`config.mk`:
```
export PLATFORM = sky130hd
export DESIGN_NAME = i2c_slave_ctrl
export DESIGN_NICKNAME = d
export VERILOG_FILES = /design/src/rtl/i2c_pkg.sv /design/src/rtl/i2c_bus_sync.sv /design/src/rtl/i2c_slave_ctrl.sv
export SDC_FILE = /design/constraint.sdc
export NUM_CORES = 1
export LEC_CHECK = 0
export ABC_CLOCK_PERIOD_IN_PS = 3190
export CORE_MARGIN = 4
export CORE_UTILIZATION = 55
export CTS_CLUSTER_DIAMETER = 50
export DETAILED_ROUTE_END_ITERATION = 16
export GPL_TIMING_DRIVEN = 0
export PLACE_DENSITY = 0.84
export SLEW_MARGIN = 20
export SYNTH_ARGS = -nofsm -noshare
export SYNTH_HDL_FRONTEND = slang
export SYNTH_HIERARCHICAL = 1
export SYNTH_SLANG_ARGS = --single-unit
```
`constraint.sdc`:
```
create_clock -name CLK -period 3.19 [get_ports CLK]
set_clock_uncertainty 0.15 [all_clocks]
set_input_delay 0.638 -clock CLK [delete_from_list [all_inputs] [get_ports CLK]]
set_output_delay 0.638 -clock CLK [all_outputs]
set_load 0.03 [all_outputs]
```
`src/rtl/i2c_pkg.sv`:
```
// Shared types and widths for the I2C target controller.
package i2c_pkg;

  localparam int unsigned I2C_ADDR_W = 7;
  localparam int unsigned I2C_DATA_W = 8;

  typedef enum logic [2:0] {
    StIdle,
    StAddr,
    StAddrAck,
    StWrData,
    StWrAck,
    StRdData,
    StRdAck,
    StWaitStop
  } i2c_state_e;

endpackage

```
`src/rtl/i2c_bus_sync.sv`:
```
// Synchronizes SCL/SDA into the CLK domain and flags SCL edges plus START/STOP conditions.
module i2c_bus_sync (
  input  logic clk_i,
  input  logic rst_i,
  input  logic scl_i,
  input  logic sda_i,
  output logic sda_o,
  output logic scl_rise_o,
  output logic scl_fall_o,
  output logic start_o,
  output logic stop_o
);

  logic [2:0] scl_q, scl_d;
  logic [2:0] sda_q, sda_d;

  always_comb begin
    scl_d = {scl_q[1:0], scl_i};
    sda_d = {sda_q[1:0], sda_i};
  end

  always_ff @(posedge clk_i or posedge rst_i) begin
    if (rst_i) begin
      scl_q <= '0;
      sda_q <= '0;
    end else begin
      scl_q <= scl_d;
      sda_q <= sda_d;
    end
  end

  // Bit 1 is the synchronized level, bit 2 its previous value.
  logic scl_high;
  assign scl_high   = scl_q[1] & scl_q[2];
  assign sda_o      = sda_q[1];
  assign scl_rise_o = scl_q[1] & ~scl_q[2];
  assign scl_fall_o = ~scl_q[1] & scl_q[2];
  assign start_o    = ~sda_q[1] & sda_q[2] & scl_high;
  assign stop_o     = sda_q[1] & ~sda_q[2] & scl_high;

endmodule

```
`src/rtl/i2c_slave_ctrl.sv`:
```
// I2C target: address match, write-byte receive and read-byte transmit, no clock stretching.
module i2c_slave_ctrl
  import i2c_pkg::*;
#(
  parameter logic [I2C_ADDR_W-1:0] SLV_ADDR = 7'h2A
) (
  input  logic                  CLK,
  input  logic                  RST,
  input  logic                  SCL,
  input  logic                  SDA_in,
  output logic                  SDA_oe,
  output logic [I2C_DATA_W-1:0] rx_data,
  output logic                  rx_valid,
  input  logic [I2C_DATA_W-1:0] tx_data,
  output logic                  tx_req,
  output logic                  nack_rcvd,
  output logic                  busy,
  output logic                  rd_mode
);

  logic sda, scl_rise, scl_fall, start, stop;

  i2c_bus_sync u_sync (
    .clk_i      (CLK),
    .rst_i      (RST),
    .scl_i      (SCL),
    .sda_i      (SDA_in),
    .sda_o      (sda),
    .scl_rise_o (scl_rise),
    .scl_fall_o (scl_fall),
    .start_o    (start),
    .stop_o     (stop)
  );

  i2c_state_e            state_q, state_d;
  logic [2:0]            bit_cnt_q, bit_cnt_d;
  logic [I2C_DATA_W-1:0] shift_q, shift_d;
  logic [I2C_DATA_W-1:0] rx_data_q, rx_data_d;
  logic                  sda_oe_q, sda_oe_d;
  logic                  rx_valid_q, rx_valid_d;
  logic                  tx_req_q, tx_req_d;
  logic                  nack_q, nack_d;
  logic                  busy_q, busy_d;
  logic                  rd_mode_q, rd_mode_d;
  // Marks "byte done, ACK phase pending" in WR_DATA and "master ACKed" in RD_ACK.
  logic                  byte_done_q, byte_done_d;

  always_comb begin
    state_d     = state_q;
    bit_cnt_d   = bit_cnt_q;
    shift_d     = shift_q;
    rx_data_d   = rx_data_q;
    sda_oe_d    = sda_oe_q;
    busy_d      = busy_q;
    rd_mode_d   = rd_mode_q;
    byte_done_d = byte_done_q;
    rx_valid_d  = 1'b0;
    tx_req_d    = 1'b0;
    nack_d      = 1'b0;

    if (stop) begin
      state_d     = StIdle;
      sda_oe_d    = 1'b0;
      busy_d      = 1'b0;
      bit_cnt_d   = '0;
      byte_done_d = 1'b0;
    end else if (start) begin
      state_d     = StAddr;
      sda_oe_d    = 1'b0;
      busy_d      = 1'b0;
      bit_cnt_d   = '0;
      byte_done_d = 1'b0;
    end else begin
      unique case (state_q)
        StAddr: begin
          if (scl_rise) begin
            shift_d   = {shift_q[I2C_DATA_W-2:0], sda};
            bit_cnt_d = bit_cnt_q + 3'd1;
            if (bit_cnt_q == 3'd7) begin
              if (shift_q[I2C_ADDR_W-1:0] == SLV_ADDR) begin
                busy_d    = 1'b1;
                rd_mode_d = sda;
                tx_req_d  = sda;
                state_d   = StAddrAck;
              end else begin
                state_d = StWaitStop;
              end
            end
          end
        end
        StAddrAck: begin
          // First fall drives the ACK, second fall ends it.
          if (scl_fall) begin
            bit_cnt_d = '0;
            if (!sda_oe_q) begin
              sda_oe_d = 1'b1;
            end else if (rd_mode_q) begin
              shift_d  = tx_data;
              sda_oe_d = ~tx_data[I2C_DATA_W-1];
              state_d  = StRdData;
            end else begin
              sda_oe_d = 1'b0;
              state_d  = StWrData;
            end
          end
        end
        StWrData: begin
          if (scl_rise) begin
            shift_d   = {shift_q[I2C_DATA_W-2:0], sda};
            bit_cnt_d = bit_cnt_q + 3'd1;
            if (bit_cnt_q == 3'd7) begin
              rx_data_d   = {shift_q[I2C_DATA_W-2:0], sda};
              rx_valid_d  = 1'b1;
              byte_done_d = 1'b1;
            end
          end else if (scl_fall && byte_done_q) begin
            sda_oe_d    = 1'b1;
            byte_done_d = 1'b0;
            state_d     = StWrAck;
          end
        end
        StWrAck: begin
          if (scl_fall) begin
            sda_oe_d  = 1'b0;
            bit_cnt_d = '0;
            state_d   = StWrData;
          end
        end
        StRdData: begin
          if (scl_fall) begin
            if (bit_cnt_q == 3'd7) begin
              sda_oe_d    = 1'b0;
              bit_cnt_d   = '0;
              byte_done_d = 1'b0;
              state_d     = StRdAck;
            end else begin
              shift_d   = {shift_q[I2C_DATA_W-2:0], 1'b0};
              sda_oe_d  = ~shift_q[I2C_DATA_W-2];
              bit_cnt_d = bit_cnt_q + 3'd1;
            end
          end
        end
        StRdAck: begin
          if (scl_rise) begin
            if (!sda) begin
              tx_req_d    = 1'b1;
              byte_done_d = 1'b1;
            end else begin
              nack_d  = 1'b1;
              state_d = StWaitStop;
            end
          end else if (scl_fall && byte_done_q) begin
            shift_d     = tx_data;
            sda_oe_d    = ~tx_data[I2C_DATA_W-1];
            bit_cnt_d   = '0;
            byte_done_d = 1'b0;
            state_d     = StRdData;
          end
        end
        StIdle, StWaitStop: ;
        default: state_d = StIdle;
      endcase
    end
  end

  always_ff @(posedge CLK or posedge RST) begin
    if (RST) begin
      state_q     <= StIdle;
      bit_cnt_q   <= '0;
      shift_q     <= '0;
      rx_data_q   <= '0;
      sda_oe_q    <= 1'b0;
      rx_valid_q  <= 1'b0;
      tx_req_q    <= 1'b0;
      nack_q      <= 1'b0;
      busy_q      <= 1'b0;
      rd_mode_q   <= 1'b0;
      byte_done_q <= 1'b0;
    end else begin
      state_q     <= state_d;
      bit_cnt_q   <= bit_cnt_d;
      shift_q     <= shift_d;
      rx_data_q   <= rx_data_d;
      sda_oe_q    <= sda_oe_d;
      rx_valid_q  <= rx_valid_d;
      tx_req_q    <= tx_req_d;
      nack_q      <= nack_d;
      busy_q      <= busy_d;
      rd_mode_q   <= rd_mode_d;
      byte_done_q <= byte_done_d;
    end
  end

  assign SDA_oe    = sda_oe_q;
  assign rx_data   = rx_data_q;
  assign rx_valid  = rx_valid_q;
  assign tx_req    = tx_req_q;
  assign nack_rcvd = nack_q;
  assign busy      = busy_q;
  assign rd_mode   = rd_mode_q;

endmodule

```
==> results of run 1 <==
-- sequential cells by signal, indices dropped and copies added, names as in the netlist --
| register | flops |
|---|---|
| nack_rcvd | 1 |
| rx_data | 8 |
| shift_q | 7 |
| rd_mode | 1 |
| SDA_oe | 1 |
| u_sync/scl_q | 3 |
| tx_req | 1 |
| state_q | 3 |
| bit_cnt_q | 3 |
| u_sync/sda_q | 3 |
| byte_done_q | 1 |
| rx_valid | 1 |
| busy | 1 |
-- metrics by stage --
step,instances,setup WS (ns)
2_1_floorplan,178,1.19
3_3_place_gp,249,0.864
3_5_place_dp,249,0.822
4_1_cts,256,0.780
5_1_grt,256,0.631
6_report,256,0.771
-- worst max-delay path by stage --
| stage | slack, ns | to | start | cells after the start |
|---|---|---|---|---|
| after floorplan | 1.19 | shift_q[0] | bit_cnt_q[0] | 7 |
| after global placement | 0.86 | rx_data[4] | u_sync/scl_q[1] | 5 |
| after detailed placement | 0.82 | rx_data[0] | u_sync/scl_q[1] | 5 |
| after CTS | 0.78 | rx_data[0] | u_sync/scl_q[1] | 5 |
| after global routing | 0.63 | rx_data[0] | u_sync/scl_q[1] | 5 |
| final | 0.77 | rx_data[0] | u_sync/scl_q[1] | 5 |
-- cell usage after synthesis (2+ instances only) --
cell,count,share of area (%)
nand2b_1,7,2.3
a31oi_1,2,0.66
nor2_1,12,2.4
o21ai_0,7,1.8
inv_1,5,0.99
nor2b_1,3,0.99
a21oi_1,12,3.2
ha_1,2,1.3
buf_6,3,1.8
dfrtp_1,34,45
nand2_1,9,1.8
a311oi_1,2,0.92
clkbuf_1,3,0.59
mux2i_1,3,1.6
a32oi_1,2,0.92
nor3_1,3,0.79
buf_4,2,0.79
nand3_1,5,1.3
buf_2,3,0.79
or2_2,2,0.66
mux2_2,21,12
nand3b_1,2,0.79
and4b_1,2,1.1
-- final cells by class --
| cell class | instances | area, sq um | area share [%] |
|---|---|---|---|
| plain buffers | 11 | 75.1 | 3.32 |
| clock buffers | 6 | 41.3 | 1.83 |
| inverters | 5 | 18.8 | 0.831 |
| flip-flops and latches | 34 | 851 | 37.7 |
| well taps | 46 | 57.6 | 2.55 |
| repair buffers | 25 | 250 | 11.1 |
| multi-input cells | 128 | 958 | 42.4 |
| clock inverters | 1 | 7.51 | 0.332 |
-- power by group through the flow --
stage | Combinational, uW | Sequential, uW | Clock (uW)
final | 983 | 628 | 225
after global routing | 1080 | 640 | 245
after CTS | 969 | 626 | 224
after detailed placement | 963 | 636 | 0
after global placement | 932 | 626 | 0
after floorplan | 764 | 621 | 0
-- kinds of logic (layout without fill, tap and decap cells) --
logic type	after synthesis	count (layout)
buf+inv	16	48
xor+xnor	1	1
compound gates	46	46
fa+ha+maj	2	2
flops	34	34
mux	24	24
simple gates	55	55
-- per-layer routing --
layer / up-vias / share of wire, % / GRT usage, %
met4: 0 / 1.6 / 7.87
met3: 8 / 6.7 / 5.90
met2: 68 / 48 / 34.8
met5: - / 0 / 0
li1: 730 / - / -
met1: 729 / 44 / 29.7
-- worst max-delay path, stage by stage (launching register included) --
cell	delay (ns)
dfrtp_1	0.39
nor2b_1	0.38
buf_2	0.30
nand2_1	0.17
nor4_4	0.51
mux2_2	0.41
-- placed cells by master, fill, tap and decap left out, drive strengths merged, types with 2 or more instances in the layout --
cell           Yosys  routed
clkdlybuf4s50      0      25
mux2              21      21
o21ai              8       8
nand2b             7       7
mux2i              3       3
nor2b              3       3
a21oi             13      13
clkbuf             3       9
a311oi             2       2
or2                2       2
nand3b             2       2
inv                5       4
a221oi             2       2
nor4               2       2
a31oi              2       2
ha                 2       2
dfrtp             34      34
a32oi              2       2
and4b              2       2
nor2              13      13
buf                8       8
nand2             10      10
nand3              5       5
nor3               4       4
==> flow_summary.json, run 1 <==
{
  "grt_pass1_vias": 1517,
  "fill_cells": 269,
  "synth-simple-area-share_pct": 16.9,
  "fin_crit_ns": 2.42,
  "postCtsSetupBuffers": 0,
  "postSynthCellCount": 178,
  "rsz0062_at_grt": "no",
  "hold_class": "register to register",
  "yosysWarnings": 6,
  "slew_viol_final": 0,
  "h-tree-depth": 2,
  "cts.clk_slew.worst_paths_ns": 0.09,
  "pwr-share-comb_pct": 53.6,
  "ys_seq_elements": 34,
  "drt-wirelength-per-cell_um": 17.0,
  "layout.nets": 224,
  "hold_viol": 0,
  "hpwl_mm": 3.20,
  "ir_worst_vdd_v": 0.000430,
  "grt_max_degree": 29,
  "cts-hold-fix-buffers": 0,
  "layout-drive-gt1-share_pct": 21.0,
  "slew_headroom_pct": 32.1,
  "leakage_uw": 0.000952,
  "start_kind": "register",
  "ff2ff_path_depth": 5,
  "synth_edf_count": 0,
  "hold_path_depth": 0,
  "yosys.area_share.xor_xnor_pct": 0.460,
  "ios": 26,
  "worst_setup_path_end_kind": "register",
  "synth_nets": 192,
  "power_density_mw_per_mm2": 812,
  "grt-ovfl-total": 0,
  "cts_repair_resize_count": 0,
  "die_w_um": 66.8,
  "drt-total-wl_mm": 4.35,
  "cts_made_buffers": 5,
  "num_rows": 21,
  "clock_latency_ns": 0.34,
  "p_int_uw": 1070,
  "setup_viol": 0,
  "cts_tree": "yes",
  "n_antenna_cell": 0,
  "fmax_ghz": 0.413,
  "ys_seq_area_share_pct": 44.7,
  "total_power_uw": 1830,
  "crit_required_ns": 3.26,
  "avgSynthCellArea_sq_um": 10.7,
  "die_y_um": 66.8,
  "postPlaceCellArea_sq_mm": 0.00221,
  "gp_congestion": 0.966,
  "p_sw_uw": 765,
  "finalInstanceArea_sq_mm": 0.00226,
  "drt-vias-per-instance": 6.00,
  "async_reset_ff_share_pct": 100,
  "clockRootBuffer": "clkbuf_4",
  "worst_slew_pin_slew_ns": 1.01,
  "track_usage_pct": 22.3,
  "synth.cell_area_sq_mm": 0.00190,
  "ctsLongestPathBuffers": 2,
  "post-route-period-util_pct": 75.8,
  "holdPathEnd": "u_sync/sda_q[1]",
  "grt_pass1_wl_mm": 7.29,
  "clkPwrFrac_pct": 12.2,
  "whs_ns": 0.207,
  "worstPathArrival_ns": 2.49,
  "switching_share_pct": 41.7,
  "antenna_left": 0,
  "worstHoldStart": "u_sync/sda_q[0]",
  "tns_ns": 0,
  "muxShareOfSynthArea_pct": 14.0,
  "drv_cap": 0,
  "start_util_pct": 57.0,
  "synth_compound_area_share_pct": 17.7,
  "core_sq_mm": 0.00334,
  "status": "complete, no violations",
  "synth_top_family_by_area": "compound AO/OA/AOI/OAI gates",
  "via_count": 1535,
  "dieArea_sq_mm": 0.00446,
  "synth_fa_ha_area_share_pct": 1.31,
  "crit_fanout": 10,
  "port_buffers": 25,
  "r2r_start": "u_sync/scl_q[1]",
  "antenna_found_initial": 0,
  "dr.pass1.iters": 4,
  "path_class": "register to register",
  "clock_sinks": 34,
  "pwr-share-seq_pct": 34.2,
  "drc_errors": 0,
  "r2r_slack_ns": 0.77,
  "synthFlopType": "dfrtp_1",
  "synth_cell_types": 55,
  "areaGrowthSynthToFinish_pct": 18.7,
  "r2r_end": "rx_data[0]",
  "final_core_util_pct": 67.7,
  "drt_iter0_markers": 133
}
(Power assumes the default switching activity.)
==> inputs of run 2 (changes only) <==
--- a/config.mk
+++ b/config.mk
@@ -5,13 +5,13 @@
 export SDC_FILE = /design/constraint.sdc
 export NUM_CORES = 1
 export LEC_CHECK = 0
-export ABC_CLOCK_PERIOD_IN_PS = 3190
+export ABC_CLOCK_PERIOD_IN_PS = 2500
 export CORE_MARGIN = 4
-export CORE_UTILIZATION = 55
+export CORE_UTILIZATION = 54
 export CTS_CLUSTER_DIAMETER = 50
 export DETAILED_ROUTE_END_ITERATION = 16
 export GPL_TIMING_DRIVEN = 0
-export PLACE_DENSITY = 0.84
+export PLACE_DENSITY = 0.83
 export SLEW_MARGIN = 20
 export SYNTH_ARGS = -nofsm -noshare
 export SYNTH_HDL_FRONTEND = slang
==> constraint.sdc (replaced) <==
create_clock -name CLK -period 2.5 [get_ports CLK]
set_clock_uncertainty 0.15 [all_clocks]
set_input_delay 0.5 -clock CLK [delete_from_list [all_inputs] [get_ports CLK]]
set_output_delay 0.5 -clock CLK [all_outputs]
set_load 0.03 [all_outputs]
==> run 2 against run 1 <==
  * Utilization down 0.31 points
  * First-iteration DRC count is 20% lower
  * Final area up 0.33%
  * Via count grew 2.0%
  * Maximum frequency is 5.7% higher
  * Sequential power rose by 28%
  * Die area increased by 1.6%
  * Global-route usage fell by 0.33 points
  * Clock power increased by 26%
  * Critical path type unchanged
==> flow_summary.json, run 2 (synthesized netlist as in run 1, its figures left out) <==
{
  "start_kind": "register",
  "clockRootBuffer": "clkbuf_4",
  "fin_crit_ns": 2.29,
  "hold_viol": 0,
  "worstPathArrival_ns": 2.36,
  "dieArea_sq_mm": 0.00454,
  "drc_errors": 0,
  "ir_worst_vdd_v": 0.000534,
  "drt-wirelength-per-cell_um": 17.0,
  "largest_register_ffs": 8,
  "ctsLongestPathBuffers": 2,
  "crit_required_ns": 2.57,
  "grt_pass1_vias": 1562,
  "n_antenna_cell": 0,
  "worst_slew_pin_slew_ns": 0.569,
  "crit_cells": 6,
  "leakage_uw": 0.000961,
  "crit_fanout": 10,
  "cts.clk_slew.worst_paths_ns": 0.10,
  "drt-vias-per-instance": 6.09,
  "die_w_um": 67.4,
  "layout.nets": 225,
  "clock_latency_ns": 0.33,
  "dpl.cell_count": 249,
  "crit_chain": "and4b_1 > nor2_1 > buf_2 > o221ai_1 > a21oi_4 > mux2_2",
  "h-tree-depth": 2,
  "place_ws_ns": 0.128,
  "slew_viol_final": 0,
  "start_util_pct": 56.6,
  "power_density_mw_per_mm2": 1030,
  "rsz0062_at_grt": "no",
  "tns_ns": 0,
  "slew_headroom_pct": 62.0,
  "grt-ovfl-total": 0,
  "final_cell_mix": "dfrtp_1, clkdlybuf4s50_1, mux2_2, a21oi_1, nor2_1",
  "final_common_cell": "dfrtp_1",
  "cts_tree": "yes",
  "ff2ff_path_depth": 6,
  "ios": 26,
  "num_rows": 21,
  "crit_family": "compound AO/OA/AOI/OAI gates",
  "gp_congestion": 0.915,
  "port_buffers": 25,
  "cts_made_buffers": 5,
  "path_class": "register to register",
  "final.setup.worst_slack_ns": 0.210,
  "drv_cap": 0,
  "areaGrowthSynthToFinish_pct": 19.1,
  "cpPeakStageDelay_ns": 0.41,
  "cts-hold-fix-buffers": 0,
  "cts_repair_resize_count": 0,
  "via_count": 1566,
  "finalNonFillerCells": 257,
  "antenna_found_initial": 0,
  "fill_cells": 283,
  "hpwl_mm": 3.17,
  "critPathBufInv": 1,
  "drt_iter0_markers": 106,
  "status": "complete, no violations",
  "grt_pass1_wl_mm": 7.38,
  "crit_path_top_delay_cell": "dfrtp_1",
  "setup_viol": 0,
  "die_y_um": 67.4,
  "dr.pass1.iters": 4,
  "hold_class": "register to register",
  "fmax_ghz": 0.437,
  "total_power_uw": 2340,
  "grt_max_degree": 29,
  "clock_sinks": 34,
  "worst_setup_path_end_kind": "register",
  "layout-drive-gt1-share_pct": 21.8,
  "track_usage_pct": 21.9,
  "hold_path_depth": 0,
  "final_core_util_pct": 67.4,
  "post-route-period-util_pct": 91.6,
  "drt-total-wl_mm": 4.38,
  "antenna_left": 0,
  "core_sq_mm": 0.00336
}
==> run 2: changes by cell type in the layout (fill, tap and decap cells not counted), sizes merged <==
| cell | change |
|---|---|
| clkinv | -1 |
| inv | +1 |
| buf | +1 |
==> run 2: where the power goes <==
group	internal, uW	switching [uW]
combinational	579	673
sequential	679	127
clock	105	179
==> run 2: repair_timing <==
action	in CTS	in global routing
endpoints found under the setup margin	0	8
hold endpoints to repair	0	0
setup buffers	0	1
==> run 2: per-stage QoR <==
stage / hold slack [ns] / area, sq um
floorplan: 0.141 / 1900
global placement: 0.189 / 2210
detailed placement: 0.192 / 2210
CTS: 0.215 / 2260
global route: 0.236 / 2270
finish: 0.213 / 2270
==> run 2: cell type report <==
type                       count  area, sq um  share of cell area [%]
timing repair buffer          26          258                    11.4
sequential                    34          851                    37.5
inverter                       5         18.8                   0.828
tap                           46         57.6                    2.54
multi-input combinational    128          958                    42.3
clock buffer                   6         41.3                    1.82
buffer                        11         75.1                    3.31
clock inverter                 1         7.51                   0.331
==> run 2: worst paths after layout <==
| check | startpoint | slack, ns | to |
|---|---|---|---|
| setup / recovery | u_sync/scl_q[1] | 0.21 | shift_q[0] |
| hold / removal | u_sync/sda_q[0] | 0.21 | u_sync/sda_q[1] |
| setup reg to reg | u_sync/scl_q[1] | 0.21 | shift_q[0] |
| hold reg to reg | u_sync/sda_q[0] | 0.21 | u_sync/sda_q[1] |
| max in group asynchronous | RST | 1.41 | tx_req |
| min in group asynchronous | RST | 0.27 | u_sync/sda_q[2] |
==> run 2: routing by layer <==
layer	vias up	GRT usage, %	part of all wire, %	wire length (um)
met3	14	6.49	7.9	346
met4	0	9.87	2.2	95
met5	-	0	0	0
li1	729	-	-	-
met1	748	29.9	44	1920
met2	75	32.3	46	2010
==> inputs of run 3 (changes only) <==
--- a/config.mk
+++ b/config.mk
@@ -10,8 +10,9 @@
 export CORE_UTILIZATION = 54
 export CTS_CLUSTER_DIAMETER = 50
 export DETAILED_ROUTE_END_ITERATION = 16
-export GPL_TIMING_DRIVEN = 0
+export HOLD_SLACK_MARGIN = 0.12
 export PLACE_DENSITY = 0.83
+export SKIP_LAST_GASP = 1
 export SLEW_MARGIN = 20
 export SYNTH_ARGS = -nofsm -noshare
 export SYNTH_HDL_FRONTEND = slang
==> run 3 against run 2 <==
  * Via count fell by 1.4%
  * Critical path depth stayed put
  * Flip-flop and latch count did not move
  * Register-to-register slack about the same
  * Clock power increased by 37%
  * Wire length grew 0.37%
  * Final area grew 1.0%
  * Worst setup slack lost 0.0061 ns
  * First-iteration DRC count grew 120%
  * Highest routed layer unchanged
==> flow_summary.json, run 3 (synthesized netlist as in run 1, its figures left out) <==
{
  "status": "complete, no violations",
  "n_antenna_cell": 0,
  "clock_latency_ns": 0.34,
  "grt_max_degree": 29,
  "final_cell_mix": "dfrtp_1, clkdlybuf4s50_1, mux2_2, a21oi_1, nor2_1",
  "grt_pass1_vias": 1559,
  "cts_made_buffers": 5,
  "start_util_pct": 56.6,
  "finalInstanceArea_sq_mm": 0.00229,
  "worstHoldStart": "u_sync/sda_q[0]",
  "postCtsSetupBuffers": 0,
  "drt-total-wl_mm": 4.39,
  "hold_viol": 0,
  "layout.nets": 223,
  "dieArea_sq_mm": 0.00454,
  "drv_cap": 0,
  "cts-hold-fix-buffers": 0,
  "track_usage_pct": 22.2,
  "ir_worst_vdd_v": 0.000623,
  "r2r_start": "u_sync/scl_q[1]",
  "cpPeakStageDelay_ns": 0.49,
  "areaGrowthSynthToFinish_pct": 20.4,
  "crit_fanout": 7,
  "core_sq_mm": 0.00336,
  "hold_path_depth": 0,
  "largest_register_ffs": 8,
  "num_rows": 21,
  "clockRootBuffer": "clkbuf_4",
  "layout-drive-gt1-share_pct": 23.3,
  "slew_headroom_pct": 53.7,
  "h-tree-depth": 2,
  "post-route-period-util_pct": 91.8,
  "r2r_slack_ns": 0.20,
  "via_count": 1544,
  "holdPathEnd": "u_sync/sda_q[1]",
  "slew_viol_final": 0,
  "hpwl_mm": 3.33,
  "drc_errors": 0,
  "start_kind": "register",
  "setup_viol": 0,
  "cts.clk_slew.worst_paths_ns": 0.09,
  "ios": 26,
  "port_buffers": 25,
  "die_w_um": 67.4,
  "rsz0062_at_grt": "no",
  "dpl.cell_count": 248,
  "crit_required_ns": 2.57,
  "dr.pass1.iters": 4,
  "fmax_ghz": 0.436,
  "path_class": "register to register",
  "fin_crit_ns": 2.30,
  "worst_slew_pin_slew_ns": 0.695,
  "r2r_end": "shift_q[3]",
  "ctsLongestPathBuffers": 2,
  "worstPathArrival_ns": 2.36,
  "cts_tree": "yes",
  "finalNonFillerCells": 256,
  "grt_pass1_wl_mm": 7.40,
  "crit_chain": "nor2b_1 > nand2_1 > nor2_1 > o221ai_1 > a21oi_4 > mux2_2",
  "antenna_found_initial": 0,
  "ff2ff_path_depth": 6,
  "worst_setup_path_end_kind": "register",
  "tns_ns": 0,
  "drt_iter0_markers": 234,
  "postPlaceCellArea_sq_mm": 0.00221,
  "hold_class": "register to register",
  "gp_congestion": 0.966,
  "drt-vias-per-instance": 6.03,
  "clock_sinks": 34,
  "grt-ovfl-total": 0,
  "power_density_mw_per_mm2": 1050,
  "die_y_um": 67.4,
  "cts_repair_resize_count": 0,
  "leakage_uw": 0.000983,
  "final_common_cell": "dfrtp_1",
  "drt-wirelength-per-cell_um": 17.2,
  "antenna_left": 0,
  "crit_path_top_delay_cell": "nor2b_1"
}
==> run 3: changes by cell type in the layout (fill, tap and decap cells not counted) <==
cell and delta:
inv_2 -1, buf_6 -3, nor2_1 -1, clkbuf_1 -4, inv_1 +1, bufinv_16 +1, clkinv_2 +2, buf_2 -3
nor2_2 +1, buf_4 +7, clkinvlp_4 -1
==> run 3: metal layers <==
layer  part of all wire [%]  global-route usage [%]  wire length (um)  vias to the layer above
li1                       -                       -                 -                      726
met1                     41                    29.0              1810                      740
met2                     49                    35.6              2160                       70
met3                    7.9                    5.66               347                        8
met4                    1.9                    8.35                82                        0
met5                      0                       0                 0                        -
==> run 3: final cells by class <==
type | count | area [sq um]
Clock inverter | 3 | 40.0
Inverter | 5 | 18.8
Fill cell | 282 | 1070
Tap cell | 46 | 57.6
Multi-Input combinational cell | 128 | 961
Sequential cell | 34 | 851
Timing Repair Buffer | 35 | 325
Clock buffer | 5 | 37.5
==> run 3: where the power goes <==
| group | internal, uW | switching (uW) |
|---|---|---|
| registers | 677 | 221 |
| clock network | 207 | 180 |
| logic | 541 | 568 |
==> run 3: per-stage QoR <==
stage / power (uW) / utilization (%) / worst slack (ns) / hold WS [ns]
after floorplan: 1770 / - / 0.499 / 0.141
after global placement: 1930 / 65.7 / 0.287 / 0.185
after detailed placement: 2000 / 65.7 / 0.125 / 0.188
after CTS: 2400 / 68.0 / 0.122 / 0.217
after global routing: 2560 / 68.1 / 0.0910 / 0.237
final: 2390 / 68.1 / 0.204 / 0.212
==> run 3: how the worst max path moves through the flow <==
stage	cells past startpoint	to	start	slack [ns]
after CTS	6	rx_data[7]	u_sync/sda_q[1]	0.12
after global routing	6	bit_cnt_q[1]	u_sync/scl_q[1]	0.09
after floorplan	7	shift_q[0]	bit_cnt_q[0]	0.50
after global placement	6	rx_data[3]	u_sync/sda_q[1]	0.29
final	6	shift_q[3]	u_sync/scl_q[1]	0.20
after detailed placement	6	rx_data[5]	u_sync/sda_q[1]	0.12
==> run 3: worst max-delay path: cells and delay by family, from the launching register on <==
kind / cells / cell delay (ns)
compound gates: 2 / 0.47
simple gates: 3 / 0.75
mux: 1 / 0.39
flops: 1 / 0.42
==> RTL change: new RTL, config.mk and constraints of run 2 <==
Change the package constant `I2C_DATA_W` from 8 to 10.
--- a/src/rtl/i2c_pkg.sv
+++ b/src/rtl/i2c_pkg.sv
@@ -4,3 +4,3 @@
   localparam int unsigned I2C_ADDR_W = 7;
-  localparam int unsigned I2C_DATA_W = 8;
+  localparam int unsigned I2C_DATA_W = 10;
 
Interface: changed (resized rx_data and tx_data); port bits go from 26 to 30. No check against the original RTL was run, so the function may have changed too.
==> RTL change against run 2 <==
- hold slack lost 0.013 ns
- via count grew 1.4%
- core utilization grew 2.2 points
- routed wire length is essentially flat
- non-clock buffer count grew 1
- die area grew 7.6%
- count of clock-buffer cells in the layout is the same
- power grew 17%
- synthesized area grew 8.7%
- setup slack gained 0.0098 ns
- sequential cell count grew 4
- final area grew 13%
- critical path type unchanged
- largest cell class unchanged
==> RTL change: results <==
[run_status]
status = finished, final reports clean

[timing]
worst_slack_ns = 0.2201
whs_ns = 0.1999
tightest_slew_ns = 0.6674

[min_path]
holdCritStartpoint = u_sync/scl_q[0]$_DFF_PP0_
hold-path-endpoint = u_sync/scl_q[1]$_DFF_PP0_

[route]
routed-wl-met2_um = 2109
wl_um = 4375
wl_met3_um = 273
wire_per_inst_um = 16.03
via_per_inst = 5.817

[cells_and_area]
seq_cell_count = 38
comb.multi_input.count = 134
clock_area_share_pct = 5.553
drive_gt1_share_pct = 24.89
buffer_area_share_pct = 13.54
inv_count = 7
fillers = 296
multi_input_area_um2 = 1041

[placed_design]
hpwlAfterDp_um = 3129
portBuffers = 29
gp_congestion = 0.9761

[logic_synthesis]
synth_fa_ha_area_share_pct = 1.210
syn-num-nets = 204
synth_area_leaders = dfrtp_1 (46%), mux2_2 (15%), nand2_1 (2.9%), a21oi_1 (2.7%), nor2b_1 (2.4%)
synth-compound-area-share_pct = 13.67
ys_seq_area_share_pct = 45.98
synth.distinct_cells = 45

[pwr]
power_leakage_nw = 1.140
sw_frac_of_total_pct = 34.79

[clocking]
ctsRootBufferMaster = clkbuf_8
cts.reportedPaths.clkPinSlew_ns = 0.08

[setup_path]
arrival_ns = 2.31
cp-endpoint = rd_mode$_DFFE_PP0P_

[global_routing]
grt_pass1_wl_um = 7790
met1_usage_pct = 27.74

[die]
fp.coreArea_um2 = 3689
-- RTL change: cell types whose count changed in the layout (fill, tap and decap cells not counted), moves of 5 or more --
cell	run 2	this run
nand2b_1	7	1
mux2_2	21	28
clkbuf_4	5	0
nor2_1	12	6
nand2_1	9	16
clkbuf_8	0	6
-- RTL change: power groups by stage --
stage               clock network [mW]  logic [mW]  registers [mW]
floorplan                            0       0.941           0.882
global placement                     0        1.17           0.900
detailed placement                   0        1.19           0.903
CTS                              0.654        1.20           0.891
global route                     0.684        1.33           0.914
finish                           0.643        1.19           0.894
-- RTL change: repair_timing --
| action | CTS | global route |
|---|---|---|
| setup endpoints to repair | 0 | 12 |
| setup buffers | 0 | 0 |
| gates resized for setup | 0 | 2 |
-- RTL change: critical path, delay by kind of cell (launching register included) --
kind,cells,cell delay (ns)
buf+inv,1,0.29
simple gates,4,0.99
flops,1,0.40
mux,1,0.34
